**config.mk**
```make
export PLATFORM = sky130hd
export DESIGN_NAME = oruntu_verici
export DESIGN_NICKNAME = d
export VERILOG_FILES = /design/src/rtl/oruntu_verici.sv
export SDC_FILE = /design/constraint.sdc
export NUM_CORES = 1
export LEC_CHECK = 0
export BUFFER_PORTS_ARGS = -buffer_cell sky130_fd_sc_hd__buf_2
export CORE_MARGIN = 2
export CORE_UTILIZATION = 58
export CTS_BUF_LIST = sky130_fd_sc_hd__clkbuf_4 sky130_fd_sc_hd__clkbuf_8
export CTS_CLUSTER_SIZE = 24
export DETAILED_ROUTE_END_ITERATION = 16
export GPL_TIMING_DRIVEN = 0
export PLACE_DENSITY_LB_ADDON = 0.25
export SLEW_MARGIN = 20
export SYNTH_ARGS = -nofsm -noshare
export SYNTH_HDL_FRONTEND = slang
export SYNTH_SLANG_ARGS = --single-unit
```
**constraint.sdc**
```tcl
create_clock -name saat -period 2.1 [get_ports saat]
set_input_delay 0.21 -clock saat [delete_from_list [all_inputs] [get_ports saat]]
set_output_delay 0.21 -clock saat [all_outputs]
set_load 0.03 [all_outputs]
```
**src/rtl/oruntu_verici.sv**
```systemverilog
// Serial pattern transmitter: loads a word of programmable length and shifts it out MSB-first.
// Optional even-parity trailer bit is enabled by defining ORUNTU_PARITE_EN.
module oruntu_verici #(
    parameter int GENISLIK = 8,
    parameter int UW       = $clog2(GENISLIK+1)
) (
    input  logic                saat,
    input  logic                reset,
    input  logic                baslat,
    input  logic [GENISLIK-1:0] veri,
    input  logic [UW-1:0]       uzunluk,
    output logic                hazir,
    output logic                cikis,
    output logic                gecerli,
    output logic                bitti
);

    typedef enum logic [1:0] {
        BOS,
`ifdef ORUNTU_PARITE_EN
        PARITE,
`endif
        GONDER
    } durum_t;

    localparam logic [UW-1:0] W_GEN = UW'(GENISLIK);

    durum_t              r_durum;
    logic [GENISLIK-1:0] r_kaydirici;
    logic [UW-1:0]       r_sayac;
    logic                r_cikis;
    logic                r_gecerli;
    logic                r_hazir;
    logic                r_bitti;
`ifdef ORUNTU_PARITE_EN
    logic                r_parite;
`endif

    logic [UW-1:0]       w_uzunluk;
    logic [GENISLIK-1:0] w_hizali;

    // Zero or oversized lengths both mean a full-width word.
    assign w_uzunluk = (uzunluk == '0 || uzunluk > W_GEN) ? W_GEN : uzunluk;
    assign w_hizali  = veri << (W_GEN - w_uzunluk);

    assign hazir   = r_hazir;
    assign cikis   = r_cikis;
    assign gecerli = r_gecerli;
    assign bitti   = r_bitti;

    // r_cikis holds the bit on the line; r_kaydirici holds the bits still to come.
    always_ff @(posedge saat or posedge reset) begin
        if (reset) begin
            r_durum     <= BOS;
            r_kaydirici <= '0;
            r_sayac     <= '0;
            r_cikis     <= 1'b0;
            r_gecerli   <= 1'b0;
            r_hazir     <= 1'b1;
            r_bitti     <= 1'b0;
`ifdef ORUNTU_PARITE_EN
            r_parite    <= 1'b0;
`endif
        end else begin
            r_bitti <= 1'b0;
            case (r_durum)
                BOS: begin
                    r_cikis   <= 1'b0;
                    r_gecerli <= 1'b0;
                    r_hazir   <= 1'b1;
                    if (baslat) begin
                        r_durum     <= GONDER;
                        r_cikis     <= w_hizali[GENISLIK-1];
                        r_kaydirici <= w_hizali << 1;
                        r_sayac     <= w_uzunluk;
                        r_gecerli   <= 1'b1;
                        r_hazir     <= 1'b0;
`ifdef ORUNTU_PARITE_EN
                        r_parite    <= w_hizali[GENISLIK-1];
`endif
                    end
                end
                GONDER: begin
                    if (r_sayac == UW'(1)) begin
                        r_sayac <= '0;
`ifdef ORUNTU_PARITE_EN
                        r_durum <= PARITE;
                        r_cikis <= r_parite;
`else
                        r_durum   <= BOS;
                        r_cikis   <= 1'b0;
                        r_gecerli <= 1'b0;
                        r_hazir   <= 1'b1;
                        r_bitti   <= 1'b1;
`endif
                    end else begin
                        r_cikis     <= r_kaydirici[GENISLIK-1];
                        r_kaydirici <= r_kaydirici << 1;
                        r_sayac     <= r_sayac - UW'(1);
`ifdef ORUNTU_PARITE_EN
                        r_parite    <= r_parite ^ r_kaydirici[GENISLIK-1];
`endif
                    end
                end
`ifdef ORUNTU_PARITE_EN
                PARITE: begin
                    r_durum   <= BOS;
                    r_cikis   <= 1'b0;
                    r_gecerli <= 1'b0;
                    r_hazir   <= 1'b1;
                    r_bitti   <= 1'b1;
                end
`endif
                default: r_durum <= BOS;
            endcase
        end
    end

endmodule

```
### Word level (Yosys, flattened, before mapping)

Index checks and enable logic that the tools add are counted.

| word-level totals | value |
|---|---|
| register bits after elaboration | 18 |
| output and inout bits | 4 |
| logic and storage cells | 45 |

| cells by class | value |
|---|---|
| add/sub/neg operators | 2 |
| order comparisons | 1 |
| eq/ne operators | 5 |
| shift operators | 1 |
| mux-type cells | 21 |
| reductions and logical operators | 8 |

Operator list:

| kind | number |
|---|---|
| 8-bit two-way mux | 2 |
| 8-bit one-hot mux with 2 select lines | 1 |
| 4-bit two-way mux | 3 |
| 1-bit two-way mux | 8 |
| 4-bit one-hot mux with 2 select lines | 1 |
| 8-bit by 4-bit << shifter with 8-bit output | 1 |
| 2-bit inequality test (second input constant) | 3 |
| 1-bit one-hot mux with 2 select lines | 3 |
| 2-bit AND reduction | 3 |
| 4-bit by 1-bit equality test with 1-bit output (second input constant) | 1 |
| 4-bit > comparator (second input constant) | 1 |
| 4-bit zero test | 1 |
| 2-bit two-way mux | 2 |
| 2-bit one-hot mux with 2 select lines | 1 |
| 4-bit by 1-bit subtractor with 4-bit output (second input constant) | 1 |
| 4-bit subtractor (first input constant) | 1 |
| 3-bit AND reduction | 1 |
| 2-bit by 1-bit equality test with 1-bit output (second input constant) | 1 |
| 2-bit zero test | 1 |
| 2-bit nonzero test | 1 |
| 1-bit logical OR | 1 |

### Depth between registers and ports, before layout

Gate-level depths: netlist (run 1).

| logic depth | value |
|---|---|
| depth in word-level cells | 7 |
| depth in mapped cells | 10 |
| depth with buffers taken out | 7 |

### Least setup slack after synthesis (run 1)

Ideal clock, no wire load.

| path | value |
|---|---|
| kind | input to register |
| start | input port uzunluk[3] |
| end | register r_cikis (netlist: cikis) |
| library setup time | 0.126 ns |
| data arrival time | 1.969 ns |
| slack | 0.005 ns |
| stages on the path | 9 |
| buffers on the path | 3 |
| cells stage by stage | buf_6 nor2b_4 buf_6 inv_2 ha_1 buf_2 inv_1 mux4_1 a221o_1 |

| on the way | value |
|---|---|
| word-level cells in the longest chain between the ends | 7 |
| elaborated cells on any way between the ends | 8 |

RTL lines:

| what | line | text |
|---|---|---|
| start, declared | 11 | `input logic [UW-1:0] uzunluk,` |
| 4-bit > comparator or 4-bit zero test (tied branches) | 43 | `assign w_uzunluk = (uzunluk == '0 \|\| uzunluk > W_GEN) ? W_GEN : uzunluk;` |
| 1-bit logical OR | 43 |  |
| 4-bit two-way mux (*) | 43 |  |
| 4-bit subtractor (*) | 44 | `assign w_hizali = veri << (W_GEN - w_uzunluk);` |
| 8-bit by 4-bit << shifter with 8-bit output (*) | 44 |  |
| 1-bit two-way mux (*) | 71 | `if (baslat) begin` |
| 1-bit one-hot mux with 2 select lines (*) | 66 | `case (r_durum)` |
| end signal, assigned | 73 | `r_cikis <= w_hizali[GENISLIK-1];` |
| end signal, assigned | 97 | `r_cikis <= r_kaydirici[GENISLIK-1];` |
| end, declared | 31 | `logic r_cikis;` |

Every way passes the cells marked *; elsewhere a longest branch is shown, timed or not.
A chain may end at the register's enable or synchronous reset.

### Worst setup path after layout (run 1)

| path | value |
|---|---|
| start | input port uzunluk[0] |
| end | register r_cikis (netlist: cikis) |

The elaborated chain is that of the path after synthesis.

==> impl_metrics.json, run 1 <==
{
  "synth_cell_type_count": 51,
  "die_x_microns": 48.8,
  "clk_pin_slew_ns": 0.09,
  "max_slew.worst_pin.slew_ns": 0.658,
  "synth-seq-area-share_pct": 34.5,
  "routedWlPerCell_microns": 14.8,
  "slew_violations": 0,
  "peakVddDrop_mv": 0.504,
  "die_area_sq_um": 2380,
  "numCtsBuffers": 3,
  "grt_pass1_wl_microns": 4040,
  "worst-path-max-fanout": 9,
  "critPathRequiredTime_ns": 2.28,
  "worstHoldStart": "uzunluk[3]",
  "avgSynthCellArea_sq_um": 10.0,
  "postLayoutCoreUtil_pct": 68.3,
  "finish.net_count": 155,
  "yosysWarnings": 0,
  "worstPathArrival_ns": 2.20,
  "die_h_microns": 48.8,
  "setup_viol": 0,
  "grt_pass1_vias": 933,
  "clock_tree.htree_level_count": 1,
  "hpwlAfterDp_microns": 1850,
  "grtUsageTotal_pct": 21.9,
  "period_share_pct": 96.3,
  "finalHoldViolCount": 0,
  "drt_iter0_markers": 14,
  "p_leak_nw": 0.589,
  "root_buffer": "clkbuf_4",
  "cp-startpoint": "uzunluk[0]",
  "dp.cells": 158,
  "clock_skew_ns": 0.00274,
  "synthCells": 116,
  "start_util_pct": 60.5,
  "max_clock_freq_ghz": 0.495,
  "rows": 16,
  "place.port_buffers": 15,
  "rsz0062_at_grt": "false",
  "async_flop_share_pct": 100,
  "syn_nets": 134,
  "max_slew_margin_pct": 55.6,
  "coreArea_sq_um": 1920,
  "worstSetupEndpointType": "register",
  "diodes": 0,
  "clockBufferDepth": 2,
  "hold_path_class": "in -> reg",
  "status": "complete, no violations",
  "grt_max_degree": 17,
  "overflow": 0,
  "synth_edf_count": 0,
  "area_growth_pct": 12.8,
  "worst_skew_pair.late_latency_ns": 0.29,
  "cts_tree": "yes",
  "cp-start-kind": "input pin",
  "synth_ff_type": "dfrtp_1",
  "place_congestion": 0.819,
  "wirelength_microns": 2410,
  "instances_no_fill": 163,
  "n_fill_cell": 185,
  "cap_violations": 0,
  "viasPerCell": 6.10,
  "num_vias": 995,
  "hold_depth": 3,
  "ios": 19,
  "synth_area_sq_um": 1160,
  "powerDensity_nw_per_um2": 1050,
  "dr.pass1.iters": 4,
  "r2r_cells": 5,
  "antenna_found_initial": 0,
  "ys_ff_latch": 16,
  "min_period_ns": 2.02,
  "worstReg2RegStart": "r_sayac[0]",
  "drc": 0,
  "worstSetupPathType": "in -> reg",
  "ant_nets": 0,
  "cts.sinks": 16,
  "drive_gt1_share_pct": 27.2
}
## sequential cells by signal, indices dropped and copies added, names as in the netlist
| signal | count |
|---|---|
| r_kaydirici | 7 |
| r_sayac | 4 |
| bitti | 1 |
| cikis | 1 |
| gecerli | 1 |
| hazir | 1 |
| r_durum | 1 |
## critical path, stage by stage
cell and delay [ns]:
buf_2 0.16, nor2b_4 0.16, buf_6 0.14, inv_2 0.07, ha_1 0.28, buf_2 0.18
inv_2 0.10, mux4_1 0.57, a221o_1 0.33
## cell type report
cell class | instances | area [sq um] | area share, %
timing repair buffer | 16 | 85.1 | 6.48
sequential | 16 | 402 | 30.6
tap | 27 | 33.8 | 2.57
multi-input combinational | 85 | 687 | 52.3
buffer | 8 | 48.8 | 3.72
clock buffer | 4 | 30.0 | 2.29
inverter | 7 | 26.3 | 2.00
## power breakdown
part           internal, W  switching, W  total (W)
Clock            0.0000868     0.0000943   0.000181
Sequential        0.000435     0.0000869   0.000522
Combinational     0.000296      0.000382   0.000677
Total             0.000818      0.000563    0.00138
## routing by layer
layer / part of all wire (%) / global-route usage (%) / up-vias
li1: - / - / 478
met1: 44 / 27.6 / 480
met2: 50 / 36.1 / 31
met3: 3.2 / 3.07 / 6
met4: 2.4 / 12.9 / 0
met5: 0 / 0 / -
## cell usage in the layout, fill, tap and decap left out, types with 3 or more instances in the layout
| master | instances |
|---|---|
| nor2b_1 | 3 |
| nand3_1 | 3 |
| mux2_2 | 4 |
| nor2_1 | 7 |
| inv_1 | 5 |
| xnor2_1 | 3 |
| ha_1 | 3 |
| nor3_1 | 3 |
| dfrtp_1 | 15 |
| nand2_1 | 5 |
| clkbuf_4 | 4 |
| mux2i_1 | 4 |
| nand2b_1 | 4 |
| buf_2 | 18 |
| o21ai_0 | 3 |
| nor3b_1 | 4 |
## logic make-up after synthesis
logic type      count (synthesis)  share of synthesized area, %
mux                            11                          13.4
flops                          16                          34.5
xor+xnor                        4                          3.01
simple gates                   38                          19.9
compound gates                 29                          19.5
buf+inv                        15                          6.45
fa+ha+maj                       3                          3.23
## synthesized netlist by cell type (3+ instances only)
cell / n / area share [%]
ha_1: 3 / 3.2
nor3_1: 3 / 1.3
nor3b_1: 4 / 2.6
nor2_1: 7 / 2.3
nand2b_1: 4 / 2.2
nand3_1: 3 / 1.3
nand2_1: 5 / 1.6
dfrtp_1: 15 / 32
buf_2: 3 / 1.3
inv_1: 6 / 1.9
o21ai_0: 3 / 1.3
mux2_2: 4 / 3.9
mux2i_1: 4 / 3.4
xnor2_1: 3 / 2.3
nor2b_1: 3 / 1.6
## timing repair
item / CTS / global route
setup endpoints to repair: 0 / 1
hold buffers: 1 / 0
resized for setup: 0 / 1
setup buffers: 0 / 0
endpoints found under the hold margin: 15 / 0
## path summary, 6_finish.rpt
path,endpoint,slack [ns]
setup / recovery,cikis,0.08
hold / removal,r_kaydirici[5],0.30
setup reg to reg,r_kaydirici[7],0.31
hold reg to reg,gecerli,0.48
max in group asynchronous,r_sayac[2],1.20
min in group asynchronous,r_kaydirici[3],0.52
## stage by stage
stage	TNS (ns)	power (W)	setup slack [ns]	instance area [sq um]	hold slack, ns
3_3_place_gp	-0.394	0.00117	-0.223	1270	0.291
3_5_place_dp	-0.489	0.00120	-0.262	1270	0.298
6_report	0	0.00138	0.0780	1310	0.304
4_1_cts	0	0.00138	0.0436	1310	0.300
5_1_grt	0	0.00149	0.0406	1310	0.295
2_1_floorplan	0	0.00104	0.00526	1160	0.123
Note: power is estimated with default switching activity, not from simulation.
==> inputs of run 2 (changes only) <==
==> constraint.sdc (replaced) <==
create_clock -name saat -period 2.1 [get_ports saat]
set_input_delay 0.525 -clock saat [delete_from_list [all_inputs] [get_ports saat]]
set_output_delay 0.525 -clock saat [all_outputs]
set_load 0.03 [all_outputs]
==> run 2 against run 1 <==
Against the previous run: worst setup slack gained 0.013 ns; clock skew grew 0.0027 ns; first-iteration DRC count grew 36%; critical endpoint is now r_kaydirici[7]; global-route usage shrank 0.47 points; highest routed layer unchanged; register-to-register slack gained 0.05 ns; worst hold slack lost 0.029 ns; total power shrank 0.27%; combinational power is essentially flat.
==> impl_metrics.json, run 2 (synthesis gave the netlist of run 1 again) <==
{
  "slew_violations": 0,
  "cp-start-kind": "input pin",
  "clock_tree.htree_level_count": 1,
  "area_growth_pct": 13.5,
  "worstSetupEndpointType": "register",
  "overflow": 0,
  "drc": 0,
  "top_regs": "r_kaydirici (7), r_sayac (4)",
  "largest_reg_flops": 7,
  "rows": 16,
  "cts.sinks": 16,
  "peakVddDrop_mv": 0.487,
  "cpPeakStageDelay_ns": 0.50,
  "setup_viol": 0,
  "antenna_found_initial": 0,
  "numCtsBuffers": 3,
  "rsz0062_at_grt": "false",
  "status": "complete, no violations",
  "dr.pass1.iters": 5,
  "layout_common_cells": "buf_2, dfrtp_1, nor2_1",
  "place_ws_ns": -0.372,
  "hold_buffers": 0,
  "drive_gt1_share_pct": 28.9,
  "worst-path-max-fanout": 9,
  "fin_setup_tns_ns": 0,
  "num_vias": 972,
  "cap_violations": 0,
  "cp_slowest_cell": "mux4_2",
  "hold_path_class": "in -> async",
  "min_period_ns": 2.01,
  "routedWlPerCell_microns": 14.3,
  "clockBufferDepth": 2,
  "die_x_microns": 48.8,
  "die_area_sq_um": 2380,
  "max_slew_margin_pct": 55.5,
  "place_congestion": 0.822,
  "diodes": 0,
  "period_share_pct": 95.7,
  "start_util_pct": 60.5,
  "powerDensity_nw_per_um2": 1040,
  "max_slew.worst_pin.slew_ns": 0.660,
  "ios": 19,
  "finish.net_count": 154,
  "fin_ws_ns": 0.0910,
  "grtUsageTotal_pct": 21.5,
  "wirelength_microns": 2320,
  "power_w": 0.00138,
  "drt_iter0_markers": 19,
  "cts_tree": "yes",
  "top_register": "r_kaydirici",
  "coreArea_sq_um": 1920,
  "worstPathArrival_ns": 2.20,
  "critPathRequiredTime_ns": 2.29,
  "r2r_slack_ns": 0.36,
  "worstSetupPathType": "in -> reg",
  "clk_pin_slew_ns": 0.09,
  "grt_pass1_wl_microns": 3880,
  "finalHoldViolCount": 0,
  "grt_max_degree": 17,
  "worst_skew_pair.late_latency_ns": 0.29,
  "grt_pass1_vias": 882,
  "clock_skew_ns": 0.00546,
  "viasPerCell": 6.00,
  "root_buffer": "clkbuf_4",
  "place.port_buffers": 15,
  "die_h_microns": 48.8,
  "p_leak_nw": 0.585,
  "hpwlAfterDp_microns": 1800,
  "crit_chain": "buf_4, nor2b_4, buf_6, inv_4, ha_4, mux4_2, nor3b_1, a311o_1",
  "ant_nets": 0,
  "max_clock_freq_ghz": 0.498
}
==> run 2: cell types whose count changed in the layout (fill, tap and decap cells not counted), sizes merged <==
| cell | change |
|---|---|
| dlygate4sd3 | -1 |
==> run 2: path summary, 6_finish.rpt <==
check,depth (start not counted),endpoint,startpoint
max in group asynchronous,2,r_sayac[0],reset
worst max register to register,5,r_kaydirici[7],r_sayac[0]
min in group saat,2,gecerli,gecerli
worst max-delay path,8,r_kaydirici[7],uzunluk[0]
worst min-delay path,2,r_kaydirici[2],reset
worst min register to register,2,gecerli,gecerli
==> run 2: power by group <==
part	leakage, nW	total, W	internal, W	switching, W
Sequential	0.201	0.000517	0.000435	0.0000819
Clock	0.0184	0.000182	0.0000870	0.0000953
Combinational	0.367	0.000677	0.000300	0.000377
==> run 2: final cells by class <==
| class | count | area, sq um |
|---|---|---|
| plain buffers | 7 | 46.3 |
| flip-flops and latches | 16 | 402 |
| well taps | 27 | 33.8 |
| multi-input cells | 85 | 696 |
| inverters | 7 | 28.8 |
| repair buffers | 16 | 85.1 |
| clock buffers | 4 | 30.0 |
| fillers | 164 | 601 |
==> run 2: metrics by stage <==
stage	instance area [sq um]	std cells	hold WS, ns	utilization (%)
6_report	1320	162	0.275	68.8
3_5_place_dp	1290	158	0.467	67.3
2_1_floorplan	1180	116	0.438	-
5_1_grt	1320	162	0.335	68.8
3_3_place_gp	1290	158	0.457	67.3
4_1_cts	1330	163	0.285	69.3
==> run 2: metal layers <==
metal  GRT usage (%)  wire length [microns]
met1            27.4                   1070
met2            34.7                   1090
met3            2.15                     69
met4            14.3                     84
met5               0                      0
==> run 2: what timing repair did <==
item | in CTS | in global routing
endpoints found under the hold margin | 0 | 0
resized for setup | 1 | 0
buffers inserted | 1 | 0
endpoints found under the setup margin | 2 | 1
==> run 2: worst max-delay path, delay by kind of cell <==
| kind | cells | cell delay [ns] |
|---|---|---|
| AO/OA/AOI/OAI | 1 | 0.28 |
| adder cells (fa/ha/maj) | 1 | 0.32 |
| buffers and inverters | 3 | 0.26 |
| multiplexers | 1 | 0.50 |
| AND/OR/NAND/NOR | 2 | 0.29 |
==> inputs of run 3 (changes only) <==
--- a/config.mk
+++ b/config.mk
@@ -7,7 +7,7 @@
 export LEC_CHECK = 0
 export BUFFER_PORTS_ARGS = -buffer_cell sky130_fd_sc_hd__buf_2
 export CORE_MARGIN = 2
-export CORE_UTILIZATION = 58
+export CORE_UTILIZATION = 62
 export CTS_BUF_LIST = sky130_fd_sc_hd__clkbuf_4 sky130_fd_sc_hd__clkbuf_8
 export CTS_CLUSTER_SIZE = 24
 export DETAILED_ROUTE_END_ITERATION = 16
==> constraint.sdc (replaced) <==
create_clock -name saat -period 2.4 [get_ports saat]
set_input_delay 0.6 -clock saat [delete_from_list [all_inputs] [get_ports saat]]
set_output_delay 0.6 -clock saat [all_outputs]
set_load 0.03 [all_outputs]
==> run 3 against run 2 <==
Against the previous run: cell count decreased by 1.2%; combinational power decreased by 11%; register-to-register slack improved by 0.25 ns; flip-flop and latch count unchanged; global-route usage increased by 3.3 points; critical path depth increased by 1; clock skew increased by 0.00090 ns; worst hold slack improved by 0.075 ns; worst setup slack improved by 0.044 ns.
==> impl_metrics.json, run 3 (synthesis gave the netlist of run 1 again) <==
{
  "switching_share_pct": 41.1,
  "ant_nets": 0,
  "grt_pass1_wl_microns": 3860,
  "period_share_pct": 94.4,
  "die_h_microns": 47.3,
  "diodes": 0,
  "dr.pass1.iters": 4,
  "hpwlAfterDp_microns": 1850,
  "die_x_microns": 47.3,
  "drc": 0,
  "cp-start-kind": "input pin",
  "finalHoldViolCount": 0,
  "grtUsageTotal_pct": 24.8,
  "root_buffer": "clkbuf_4",
  "cts_tree": "yes",
  "p_int_w": 0.000719,
  "rows": 15,
  "drive_gt1_share_pct": 28.9,
  "postCtsSetupRepairBufs": 0,
  "antenna_found_initial": 0,
  "largest_reg_flops": 7,
  "routedWlPerCell_microns": 15.2,
  "clockBufferDepth": 2,
  "hold_buffers": 0,
  "final_cell_area_sq_um": 1330,
  "hold_path_class": "in -> async",
  "crit_chain": "buf_2, nor2b_4, buf_6, inv_2, ha_4, buf_6, inv_2, mux4_1, a221o_1",
  "powerDensity_nw_per_um2": 921,
  "multiInputGateArea_sq_um": 707,
  "n_fill_cell": 126,
  "whs_ns": 0.350,
  "setup_viol": 0,
  "numCtsBuffers": 3,
  "min_period_ns": 2.26,
  "drt_iter0_markers": 47,
  "viasPerCell": 6.36,
  "p_switching_w": 0.000502,
  "overflow": 0,
  "worstSetupPathType": "in -> reg",
  "max_slew_margin_pct": 53.8,
  "cp_slowest_cell": "mux4_1",
  "finish.net_count": 154,
  "critPathRequiredTime_ns": 2.58,
  "clk_pin_slew_ns": 0.09,
  "worstSetupEndpointType": "register",
  "place_ws_ns": -0.184,
  "p_leak_nw": 0.593,
  "fin_setup_tns_ns": 0,
  "cts.sinks": 16,
  "grt_pass1_vias": 906,
  "slew_violations": 0,
  "power_frac_comb_pct": 49.4,
  "coreArea_sq_um": 1750,
  "worst_skew_pair.late_latency_ns": 0.29,
  "max_clock_freq_ghz": 0.442,
  "regArea_sq_um": 402,
  "worstReg2RegStart": "r_sayac[0]",
  "worst-path-max-fanout": 9,
  "grt_max_degree": 17,
  "cp-startpoint": "uzunluk[0]",
  "area_growth_pct": 14.0,
  "placed_cell_area_sq_um": 1290,
  "cap_violations": 0,
  "place.port_buffers": 15,
  "num_vias": 1018,
  "clock_tree.htree_level_count": 1,
  "status": "complete, no violations",
  "ios": 19,
  "p_clk_share_pct": 13.0,
  "rsz0062_at_grt": "false",
  "cpPeakStageDelay_ns": 0.55,
  "clock_skew_ns": 0.00636,
  "top_register": "r_kaydirici",
  "max_slew.worst_pin.slew_ns": 0.686,
  "top_regs": "r_kaydirici (7), r_sayac (4)",
  "power_w": 0.00122,
  "start_util_pct": 66.7,
  "final_common_cell": "buf_2",
  "layout_common_cells": "buf_2, dfrtp_1, nor2_1",
  "p_seq_share_pct": 37.6,
  "fin_ws_ns": 0.135,
  "die_area_sq_um": 2240,
  "place_congestion": 0.919,
  "peakVddDrop_mv": 0.812,
  "worstPathArrival_ns": 2.45,
  "wirelength_microns": 2430
}
[run 3: cell count changes in the layout (fill, tap and decap cells not counted)]
cell / delta
inv_2: +1
buf_6: +1
mux4_1: +1
buf_4: -3
inv_4: -1
xnor2_2: +1
mux4_2: -1
xnor2_1: -1
buf_2: +2
[run 3: through the flow]
step | instances | utilization, %
2_1_floorplan | 116 | -
4_1_cts | 160 | 75.6
6_report | 160 | 76.0
3_5_place_dp | 156 | 73.8
5_1_grt | 160 | 76.0
3_3_place_gp | 156 | 73.8
[run 3: layout make-up]
type / count / area share (%)
Clock buffer: 4 / 2.26
Inverter: 7 / 1.98
Tap cell: 25 / 2.36
Multi-Input combinational cell: 85 / 53.3
Timing Repair Buffer: 15 / 5.66
Buffer: 8 / 4.15
Sequential cell: 16 / 30.3
[run 3: path summary, 6_finish.rpt]
kind / cells past startpoint / endpoint / slack, ns
max in group asynchronous: 2 / hazir / 1.67
min reg2reg: 2 / gecerli / 0.48
min: 2 / r_kaydirici[2] / 0.35
max: 9 / cikis / 0.14
min in group saat: 2 / gecerli / 0.48
max reg2reg: 5 / r_kaydirici[7] / 0.61
[run 3: what timing repair did]
action	4_1_cts	5_1_grt
setup endpoints to repair	0	1
endpoints found under the hold margin	0	0
gates resized for setup	0	1
[run 3: power by group through the flow]
stage	sequential, W	combinational (W)	clock, W
3_3_place_gp	0.000454	0.000576	0
6_report	0.000459	0.000603	0.000159
4_1_cts	0.000456	0.000601	0.000160
2_1_floorplan	0.000494	0.000418	0
3_5_place_dp	0.000462	0.000598	0
5_1_grt	0.000471	0.000669	0.000171
[run 3: critical path, delay by kind of cell]
family / cells / cell delay (ns)
buffers and inverters: 5 / 0.57
and+or+nand+nor: 1 / 0.16
AOI/OAI and AO/OA: 1 / 0.33
muxes: 1 / 0.55
adders and majority gates: 1 / 0.24
[run 3: metal layers]
| metal | track usage (%) | vias up | share of wire (%) |
|---|---|---|---|
| met5 | 0 | - | 0 |
| met4 | 14.4 | 0 | 2.6 |
| met3 | 3.46 | 6 | 5.1 |
| met2 | 38.1 | 42 | 49 |
| met1 | 33.0 | 491 | 43 |
| li1 | - | 479 | - |
